[config.mk]
export PLATFORM = sky130hd
export DESIGN_NAME = uart_rx_byte_fifo
export DESIGN_NICKNAME = d
export VERILOG_FILES = /design/src/rtl/uart_rx_byte_fifo.sv
export SDC_FILE = /design/constraint.sdc
export NUM_CORES = 1
export LEC_CHECK = 0
export BUFFER_PORTS_ARGS = -buffer_cell sky130_fd_sc_hd__buf_2
export CORE_ASPECT_RATIO = 0.5
export CORE_MARGIN = 2
export CORE_UTILIZATION = 40
export DETAILED_ROUTE_END_ITERATION = 7
export PLACE_DENSITY_LB_ADDON = 0.1
export SLEW_MARGIN = 20
export SYNTH_ARGS = -nofsm -noshare
export SYNTH_HDL_FRONTEND = slang
export SYNTH_SLANG_ARGS = --single-unit
[constraint.sdc]
create_clock -name clk -period 6.3 [get_ports clk]
set_input_delay 0.315 -clock clk [delete_from_list [all_inputs] [get_ports clk]]
set_output_delay 0.315 -clock clk [all_outputs]
set_load 0.05 [all_outputs]
[src/rtl/uart_rx_byte_fifo.sv]
// uart_rx_byte_fifo
// Receive-side byte buffer sitting behind the UART receive FSM. Each completed
// byte arrives on a one-cycle rx_valid strobe and is queued in a synchronous
// FIFO. The consumer pulls bytes with rd_en. The byte appears on rd_data one
// cycle later, flagged by a single-cycle rd_valid pulse.
//
// Pointers carry one extra wrap bit, so full and empty can be told apart
// without a separate counter. empty, full and level depend only on the
// pointer registers. There is no combinational path from any input to them.
//
// Build option:
//   UART_RX_FIFO_OVERWRITE_EN
//     Undefined (default): when the FIFO is full, a byte that arrives without
//       a read in the same cycle is dropped, and overflow is set.
//     Defined: in the same situation the oldest entry is discarded and the new
//       byte is stored, so the FIFO keeps the most recent DEPTH bytes. overflow
//       is still set.

module uart_rx_byte_fifo #(
    parameter int DEPTH  = 16,
    parameter int ADDR_W = 4
) (
    input  logic              clk,
    input  logic              reset,
    input  logic [7:0]        rx_data,
    input  logic              rx_valid,
    input  logic              rd_en,
    input  logic              clr_ovf,
    output logic [7:0]        rd_data,
    output logic              rd_valid,
    output logic              empty,
    output logic              full,
    output logic [ADDR_W:0]   level,
    output logic              overflow
);

    localparam logic [ADDR_W:0] PTR_ONE = {{ADDR_W{1'b0}}, 1'b1};

    logic [7:0]      mem [DEPTH];
    logic [ADDR_W:0] wr_ptr;
    logic [ADDR_W:0] rd_ptr;
    logic            rd_acc;
    logic            wr_acc;
    logic            drop;
    logic            ovw;
    logic            store;

    // Status flags come straight from the registered pointers.
    assign empty = (wr_ptr == rd_ptr);
    assign full  = (wr_ptr[ADDR_W-1:0] == rd_ptr[ADDR_W-1:0]) &&
                   (wr_ptr[ADDR_W] != rd_ptr[ADDR_W]);
    assign level = wr_ptr - rd_ptr;

    // A read frees a slot on the same edge, so a full FIFO can still take a
    // byte when it is also being read.
    assign rd_acc = rd_en && !empty;
    assign wr_acc = rx_valid && (!full || rd_acc);
    assign drop   = rx_valid && full && !rd_acc;

`ifdef UART_RX_FIFO_OVERWRITE_EN
    // A byte that would be dropped instead replaces the oldest entry.
    assign ovw = drop;
`else
    assign ovw = 1'b0;
`endif

    assign store = !reset && (wr_acc || ovw);

    // Byte storage. Contents need no reset because the pointers define what is valid.
    always_ff @(posedge clk) begin
        if (store) begin
            mem[wr_ptr[ADDR_W-1:0]] <= rx_data;
        end
    end

    // Advance the write and read pointers. An overwrite moves both of them.
    always_ff @(posedge clk) begin
        if (reset) begin
            wr_ptr <= '0;
            rd_ptr <= '0;
        end else begin
            if (wr_acc || ovw) begin
                wr_ptr <= wr_ptr + PTR_ONE;
            end
            if (rd_acc || ovw) begin
                rd_ptr <= rd_ptr + PTR_ONE;
            end
        end
    end

    // Registered read port. rd_data holds its value between accepted reads.
    always_ff @(posedge clk) begin
        if (reset) begin
            rd_data  <= 8'h00;
            rd_valid <= 1'b0;
        end else begin
            rd_valid <= rd_acc;
            if (rd_acc) begin
                rd_data <= mem[rd_ptr[ADDR_W-1:0]];
            end
        end
    end

    // Sticky overflow flag. A new drop takes priority over a clear in the same cycle.
    always_ff @(posedge clk) begin
        if (reset) begin
            overflow <= 1'b0;
        end else if (drop) begin
            overflow <= 1'b1;
        end else if (clr_ovf) begin
            overflow <= 1'b0;
        end
    end

endmodule
== Yosys cells after proc, flatten, opt, wreduce, memory -nomap -nowiden ==
Memory sizes are Yosys's and may differ from the RTL's. A register that Yosys moved wholly into a read port is not among the register bits.
Index checks and enable logic that the tools add are counted.
Operators by class
  add/sub/neg operators: 3
  multipliers: 0
  div/mod/pow operators: 0
  $lt $le $gt $ge: 0
  eq/ne operators: 3
  shift-type cells: 0
  mux-type cells: 4
  bitwise logic cells: 0
  reduce and logical (&&, ||, !) cells: 12
Operators with widths (count)
  $add 5x1->5 const B: 2
  $logic_and 1x1->1: 6
  $eq 5x5->1: 1
  $sub 5x5->5: 1
  $eq 4x4->1: 1
  $logic_not 1->1: 4
  $mux 1: 4
  $reduce_bool 2->1: 1
  $logic_or 1x1->1: 1
  $ne 1x1->1: 1
Word-level totals
  register bits: 12
  bits in latches: 0
  memory bits (writable): 128
  memory bits (read-only): 0
  input bits: 13
  output and inout bits: 17
  word-level logic and storage cells: 27
  memories kept: 1
Memories
  mem: words 16, bits a word 8, read ports 1, clocked after memory_dff 1, write ports 1, RTL line 39  | logic [7:0] mem [DEPTH];

== Depth between registers and ports, before layout ==
Gate-level depths: netlist of run 1.
  word-level depth: 8
  depth in mapped cells: 9
  mapped depth without buffers: 7

== Least setup slack after synthesis of run 1 ==
OpenSTA, ideal clock, no wires.
  kind: register to register
  from: register rd_ptr[2]
  to: memory mem[0][0] (enable)
  arrival: 2.582 ns
  slack: 3.335 ns
  stages on the path, launching flop included: 9
  cells stage by stage: dfxtp_1 -> buf_2 -> clkbuf_1 -> inv_1 -> ha_1 -> and4_1 -> a311oi_1 -> nand2_1 -> nor3_1
On the way
  longest elaborated chain between the ends: 8
  elaborated cells between the ends (all ways): 11
Ends and longest elaborated chain
  start: declaration: RTL line 41  | logic [ADDR_W:0] rd_ptr;
  start signal: assignment: RTL line 86  | rd_ptr <= rd_ptr + PTR_ONE;
  $eq 5x5->1 / $eq 4x4->1 (equally long branches): RTL line 49, 50
  $logic_not 1->1 / $logic_and 1x1->1 (equally long branches): RTL line 56, 50
  $logic_and 1x1->1 / $logic_not 1->1 (equally long branches): RTL line 56, 57
  $logic_or 1x1->1 (*): RTL line 57  | assign wr_acc = rx_valid && (!full || rd_acc);
  $logic_and 1x1->1 (*): RTL line 57
  $logic_and 1x1->1 (*): RTL line 67  | assign store = !reset && (wr_acc || ovw);
  $mux 1 (*): RTL line 71  | if (store) begin
  $mux 1 (implied by the code) (*): RTL line 72  | mem[wr_ptr[ADDR_W-1:0]] <= rx_data;
  end: declaration: RTL line 39
Every way passes the cells marked *; elsewhere a longest branch is shown, timed or not.

== Worst setup path in the final report of run 1 ==
  from: register rd_ptr[1]
  to: memory mem[0][4] (enable)
Same word-level chain as after synthesis.

==> results of run 1 <==
-- sequential cells by signal (all words and copies together) (netlist names) --
signal    cells
overflow      1
rd_ptr        5
mem         128
wr_ptr        5
rd_data       8
rd_valid      1
-- logic make-up after synthesis --
kind of cell,Yosys count,share of synthesized area
AO/OA/AOI/OAI,59,0.06767
XOR/XNOR,10,0.01707
adder cells (fa/ha/maj),10,0.02207
buffers and inverters,31,0.02415
flip-flops,148,0.7062
multiplexers,57,0.1116
AND/OR/NAND/NOR,66,0.05122
-- critical path, delay by kind of cell, from the launching register on --
kind                     cells  cell delay [ps]
AND/OR/NAND/NOR              3             1310
flip-flops                   1              960
AO/OA/AOI/OAI                1              510
adder cells (fa/ha/maj)      1              340
buffers and inverters        1              110
-- synthesized netlist by cell type, types with 2 or more instances --
master,n,share of area
nor3_1,12,0.010
edfxtp_1,128,0.64
nand2b_1,3,0.0031
a211oi_1,8,0.010
buf_4,6,0.0075
a21o_1,2,0.0025
nand2_1,7,0.0044
o21ai_0,11,0.0092
clkbuf_1,7,0.0044
inv_1,12,0.0075
xor2_1,2,0.0029
or3_1,3,0.0031
nand3_1,4,0.0033
nand3b_1,2,0.0025
a221oi_1,8,0.012
mux2i_1,49,0.082
buf_2,5,0.0042
o22ai_1,16,0.017
nor2_1,30,0.019
dfxtp_1,20,0.067
ha_1,9,0.019
mux4_2,8,0.030
a21oi_1,7,0.0058
xnor2_1,6,0.0087
-- area by class of cell --
| cell class | instances | area, µm² |
|---|---|---|
| Sequential cell | 148 | 4245 |
| Fill cell | 1245 | 7695 |
| Inverter | 12 | 45.04 |
| Multi-Input combinational cell | 202 | 1635 |
| Clock buffer | 17 | 425.4 |
| Tap cell | 198 | 247.7 |
| Clock inverter | 15 | 130.1 |
| Timing Repair Buffer | 31 | 160.2 |
-- power by group --
group / internal [W] / total (W) / switching (W)
combinational: 0.000106 / 0.000364 / 0.000257
sequential: 0.00109 / 0.00111 / 0.0000222
clock: 0.000544 / 0.000947 / 0.000403
-- metrics by stage --
step | hold WS, ps | instances | setup WS [ps]
after CTS | 148.7 | 623 | 2471
final | 157.6 | 623 | 2681
after global placement | 455.0 | 591 | 2569
after floorplan | 413.9 | 381 | 3335
after detailed placement | 463.7 | 591 | 2483
after global routing | 150.6 | 623 | 2289
-- worst max path at each step --
stage,startpoint,end
CTS,rd_ptr[1]$_SDFFE_PP0P_,mem[2][4]$_DFFE_PP_
global placement,rd_ptr[1]$_SDFFE_PP0P_,mem[2][5]$_DFFE_PP_
finish,rd_ptr[1]$_SDFFE_PP0P_,mem[0][4]$_DFFE_PP_
global route,rd_ptr[1]$_SDFFE_PP0P_,mem[0][4]$_DFFE_PP_
detailed placement,rd_ptr[1]$_SDFFE_PP0P_,mem[2][4]$_DFFE_PP_
floorplan,rd_ptr[2]$_SDFFE_PP0P_,mem[0][0]$_DFFE_PP_
-- per-layer routing --
layer / vias to the layer above / global-route usage / wire length (µm)
met2: 139 / 0.2928 / 6674
met4: 0 / 0.06762 / 292
met5: - / 0 / 0
met1: 1719 / 0.2603 / 6394
li1: 1538 / - / -
met3: 30 / 0.04714 / 892
==> qor.csv, run 1 <==
metric;value;unit
core area;14580;µm²
Final ANT Viol Nets;0;
Post-DP HPWL;9576;µm
WL final;14250;µm
all-layer global routing usage;0.1893;
syn nets;404;
fin area;6889;µm²
upper clock frequency limit;0.2763;GHz
fraction of registers with async set/reset;0;
Die Width;177.3;µm
total CTS buffers;17;
number of global-route vias before repair;3432;
clk slew on worst S/H paths;60;ps
setup TNS;0;ps
synthesis-stage register bit count;148;
Final Hold Violating Endpoints;0;
Worst R2R Path Depth;6;
clock buffer depth;2;
Final GP Congestion;0.8704;
CP max-delay cell;dfxtp_2;
worst r2r src;rd_ptr[1]$_SDFFE_PP0P_;
leakage;2.197;nW
Resized Gates After CTS;0;
Min-Delay Path Class;in -> reg;
htree depth;4;
WP data required;6330;ps
R2R setup slack;2680;ps
skew final;8.712;ps
full die area;16080;µm²
total power;0.002421;W
final core occ;0.4724;
most frequent cells in the layout;128 x edfxtp_1, 49 x mux2i_1, 30 x nor2_1;
Tightest Pin Transition;968.3;ps
die height;90.67;µm
postcts setup bufs;0;
First-pass DRT Iterations;7;
Worst path max stage delay;960;ps
Startpoint Class;flop;
DRC viols;0;
hold_buf cts;0;
Mapped Cells;381;
initial antenna violation count;0;
CTS tree;done;
wire length per cell;22.88;µm
min Tclk post-route;3619;ps
cell area after synthesis;6010;µm²
GRT overflow;0;
first-pass GRT wire length;21280;µm
most common cell after layout, fill and taps aside;edfxtp_1;
Worst Hold End;overflow$_SDFFE_PP0P_;
hold depth;3;
fraction of layout cells with a size suffix above 1;0.1835;
row count;31;
power per cell area;351.4;nW/µm²
R2R Path End;mem[0][4]$_DFFE_PP_;
DR vias;3426;
CTS root buf;clkbuf_16;
CP endpoint kind;flop;
Hold Startpoint;clr_ovf;
CP cell instances;inv_1 -> ha_1 -> and4_1 -> a311oi_1 -> nand2_1 -> nor3_1;
Post-Syn Area per Cell;15.77;µm²
NumNets Final;435;
Yosys warnings;0;
CP arrival;3650;ps
synth unique cells;40;
Area Growth Syn to Fin;14.64;%
Setup CP Type;reg -> reg;
worst-path maximum fanout;33;
IO Port Bufs;29;
final setup fails;0;
DRT iter0 DRCs;391;
ANT cells;0;
Final period util;0.5744;
max_slew headroom;0.3495;
max-cap violations;0;
Clk Latency, worst-skew pair;420;ps
clock sinks;148;
sequential share of the synthesized area;0.7062;
RSZ-0062 raised after global routing;no;
worst IR drop on VDD;0.1494;mV
largest net degree at the start of global routing;34;
dpl cell area;6319;µm²
Post-synth EDFFs;128;
num ports;30;
Initial Util;0.4121;
vias per inst;5.499;
outcome;complete, no violations;
main flop type after synthesis;edfxtp_1;
Slew Viols, Final;0;
Power figures use the tool's default switching activity.
==> run 2: changes to the inputs <==
- clock period: 6.3 -> 3.4 ns (I/O delays scaled with it)
==> qor.csv, run 2 (synthesized netlist as in run 1, its figures left out) <==
metric;value;unit;change
Slew Viols, Final;0;;unchanged
DR WL met3;479;µm;was 892 µm
full die area;16080;µm²;unchanged
Tightest Pin Transition;782.6;ps;was 968.3 ps
htree depth;4;;unchanged
DRC viols;0;;unchanged
CP max-delay cell;nor2_1;;was dfxtp_2
DRT iter0 DRCs;280;;was 391
worst IR drop on VDD;0.2381;mV;was 0.1494 mV
total CTS buffers;17;;unchanged
hold_buf cts;0;;unchanged
most frequent cells in the layout;128 x edfxtp_1, 49 x mux2i_1, 30 x nor2_1;;unchanged
Min-Delay Path Class;in -> reg;;unchanged
RSZ-0062 raised after global routing;no;;unchanged
row count;31;;unchanged
DR top layer;met4;;unchanged
Initial Util;0.4121;;unchanged
NumNets Final;446;;was 435
Place WS;536.3;ps;was 2483 ps
max-cap violations;0;;unchanged
Worst path max stage delay;640;ps;was 960 ps
area of the multi-input gates;1620;µm²;was 1635 µm²
initial antenna violation count;0;;unchanged
most common cell after layout, fill and taps aside;edfxtp_1;;unchanged
First-pass DRT Iterations;4;;was 7
Final Hold Violating Endpoints;0;;unchanged
Die Width;177.3;µm;unchanged
power per cell area;648.6;nW/µm²;was 351.4 nW/µm²
num ports;30;;unchanged
Worst Path Buf+Inv;0;;was 1
DR vias;3359;;was 3426
clk slew on worst S/H paths;60;ps;about the same
wire length on met1;6585;µm;was 6394 µm
leakage;2.253;nW;was 2.197 nW
postcts setup bufs;0;;unchanged
WP data required;3440;ps;was 6330 ps
die height;90.67;µm;unchanged
Final ANT Viol Nets;0;;unchanged
upper clock frequency limit;0.3466;GHz;was 0.2763 GHz
Post-DP HPWL;8951;µm;was 9576 µm
GRT overflow;0;;unchanged
number of global-route vias before repair;3487;;was 3432
CTS root buf;clkbuf_16;;unchanged
Setup CP Type;reg -> reg;;unchanged
Largest register FFs;128;;unchanged
Clk Latency, worst-skew pair;420;ps;about the same
vias per inst;5.290;;was 5.499
Startpoint Class;flop;;unchanged
CP cell instances;ha_1 -> and4_1 -> a311oi_1 -> nand2_1 -> nor2_1;;was inv_1 -> ha_1 -> and4_1 -> a311oi_1 -> nand2_1 -> nor3_1
fraction of layout cells with a size suffix above 1;0.2023;;was 0.1835
clock buffer depth;2;;unchanged
outcome;complete, no violations;;unchanged
CP top delay family;simple AND/OR/NAND/NOR gates;;unchanged
min Tclk post-route;2885;ps;was 3619 ps
Final period util;0.8486;;was 0.5744
Final GP Congestion;0.8457;;was 0.8704
CP arrival;2920;ps;was 3650 ps
wire length per cell;20.90;µm;was 22.88 µm
Area Growth Syn to Fin;15.99;%;was 14.64%
# fillers;1260;;was 1245
final worst slack;514.7;ps;was 2681 ps
routed wl met2;6022;µm;was 6674 µm
CP endpoint kind;flop;;unchanged
CTS tree;done;;unchanged
max_slew headroom;0.4764;;was 0.3495
WL final;13270;µm;was 14250 µm
first-pass GRT wire length;20510;µm;was 21280 µm
IO Port Bufs;29;;unchanged
core area;14580;µm²;unchanged
all-layer global routing usage;0.1776;;was 0.1893
worst-path maximum fanout;10;;was 33
largest net degree at the start of global routing;33;;was 34
final setup fails;0;;unchanged
register area;4245;µm²;unchanged
clock sinks;148;;unchanged
setup TNS;0;ps;unchanged
total power;0.004521;W;was 0.002421 W
skew final;9.924;ps;was 8.712 ps
WHS;27.12;ps;was 157.6 ps
Resized Gates After CTS;0;;unchanged
==> run 2: where the power goes <==
group	leakage [nW]	internal, W	switching (W)
combinational	0.662	0.000201	0.000490
clock	0.274	0.00107	0.000724
sequential	1.32	0.00201	0.0000211
total	2.25	0.00329	0.00123
==> run 2: cell type report <==
class | count | area share
antenna | 2 | 0.0007180
multi-input combinational | 202 | 0.2325
timing repair buffer | 42 | 0.03482
sequential | 148 | 0.6090
clock buffer | 17 | 0.06103
tap | 198 | 0.03554
clock inverter | 14 | 0.01992
inverter | 12 | 0.006462
==> run 2: routing by layer <==
metal | vias up | global-route usage
met5 | - | 0
met4 | 0 | 0.06079
met3 | 18 | 0.03535
met2 | 81 | 0.2685
met1 | 1695 | 0.2567
li1 | 1565 | -
==> run 2: stage by stage <==
step | cell area (µm²) | util | instances
after floorplan | 6010 | - | 381
after detailed placement | 6401 | 0.4389 | 602
after global routing | 6965 | 0.4776 | 633
after global placement | 6401 | 0.4389 | 602
final | 6970 | 0.4780 | 635
after CTS | 6965 | 0.4776 | 633
==> run 2: path summary, 6_finish.rpt <==
| check | from | depth (start not counted) | end | slack, ps |
|---|---|---|---|---|
| worst min register to register | overflow$_SDFFE_PP0P_ | 2 | overflow$_SDFFE_PP0P_ | 470 |
| worst max-delay path | wr_ptr[2]$_SDFFE_PP0P_ | 5 | mem[6][6]$_DFFE_PP_ | 510 |
| worst max register to register | wr_ptr[2]$_SDFFE_PP0P_ | 5 | mem[6][6]$_DFFE_PP_ | 510 |
| worst min-delay path | clr_ovf | 3 | overflow$_SDFFE_PP0P_ | 30 |
==> run 2: tightest hold or removal path: cells and delay by family <==
family / cells / cell delay (ps)
AO/OA/AOI/OAI: 1 / 60
buffers and inverters: 1 / 70
AND/OR/NAND/NOR: 1 / 90
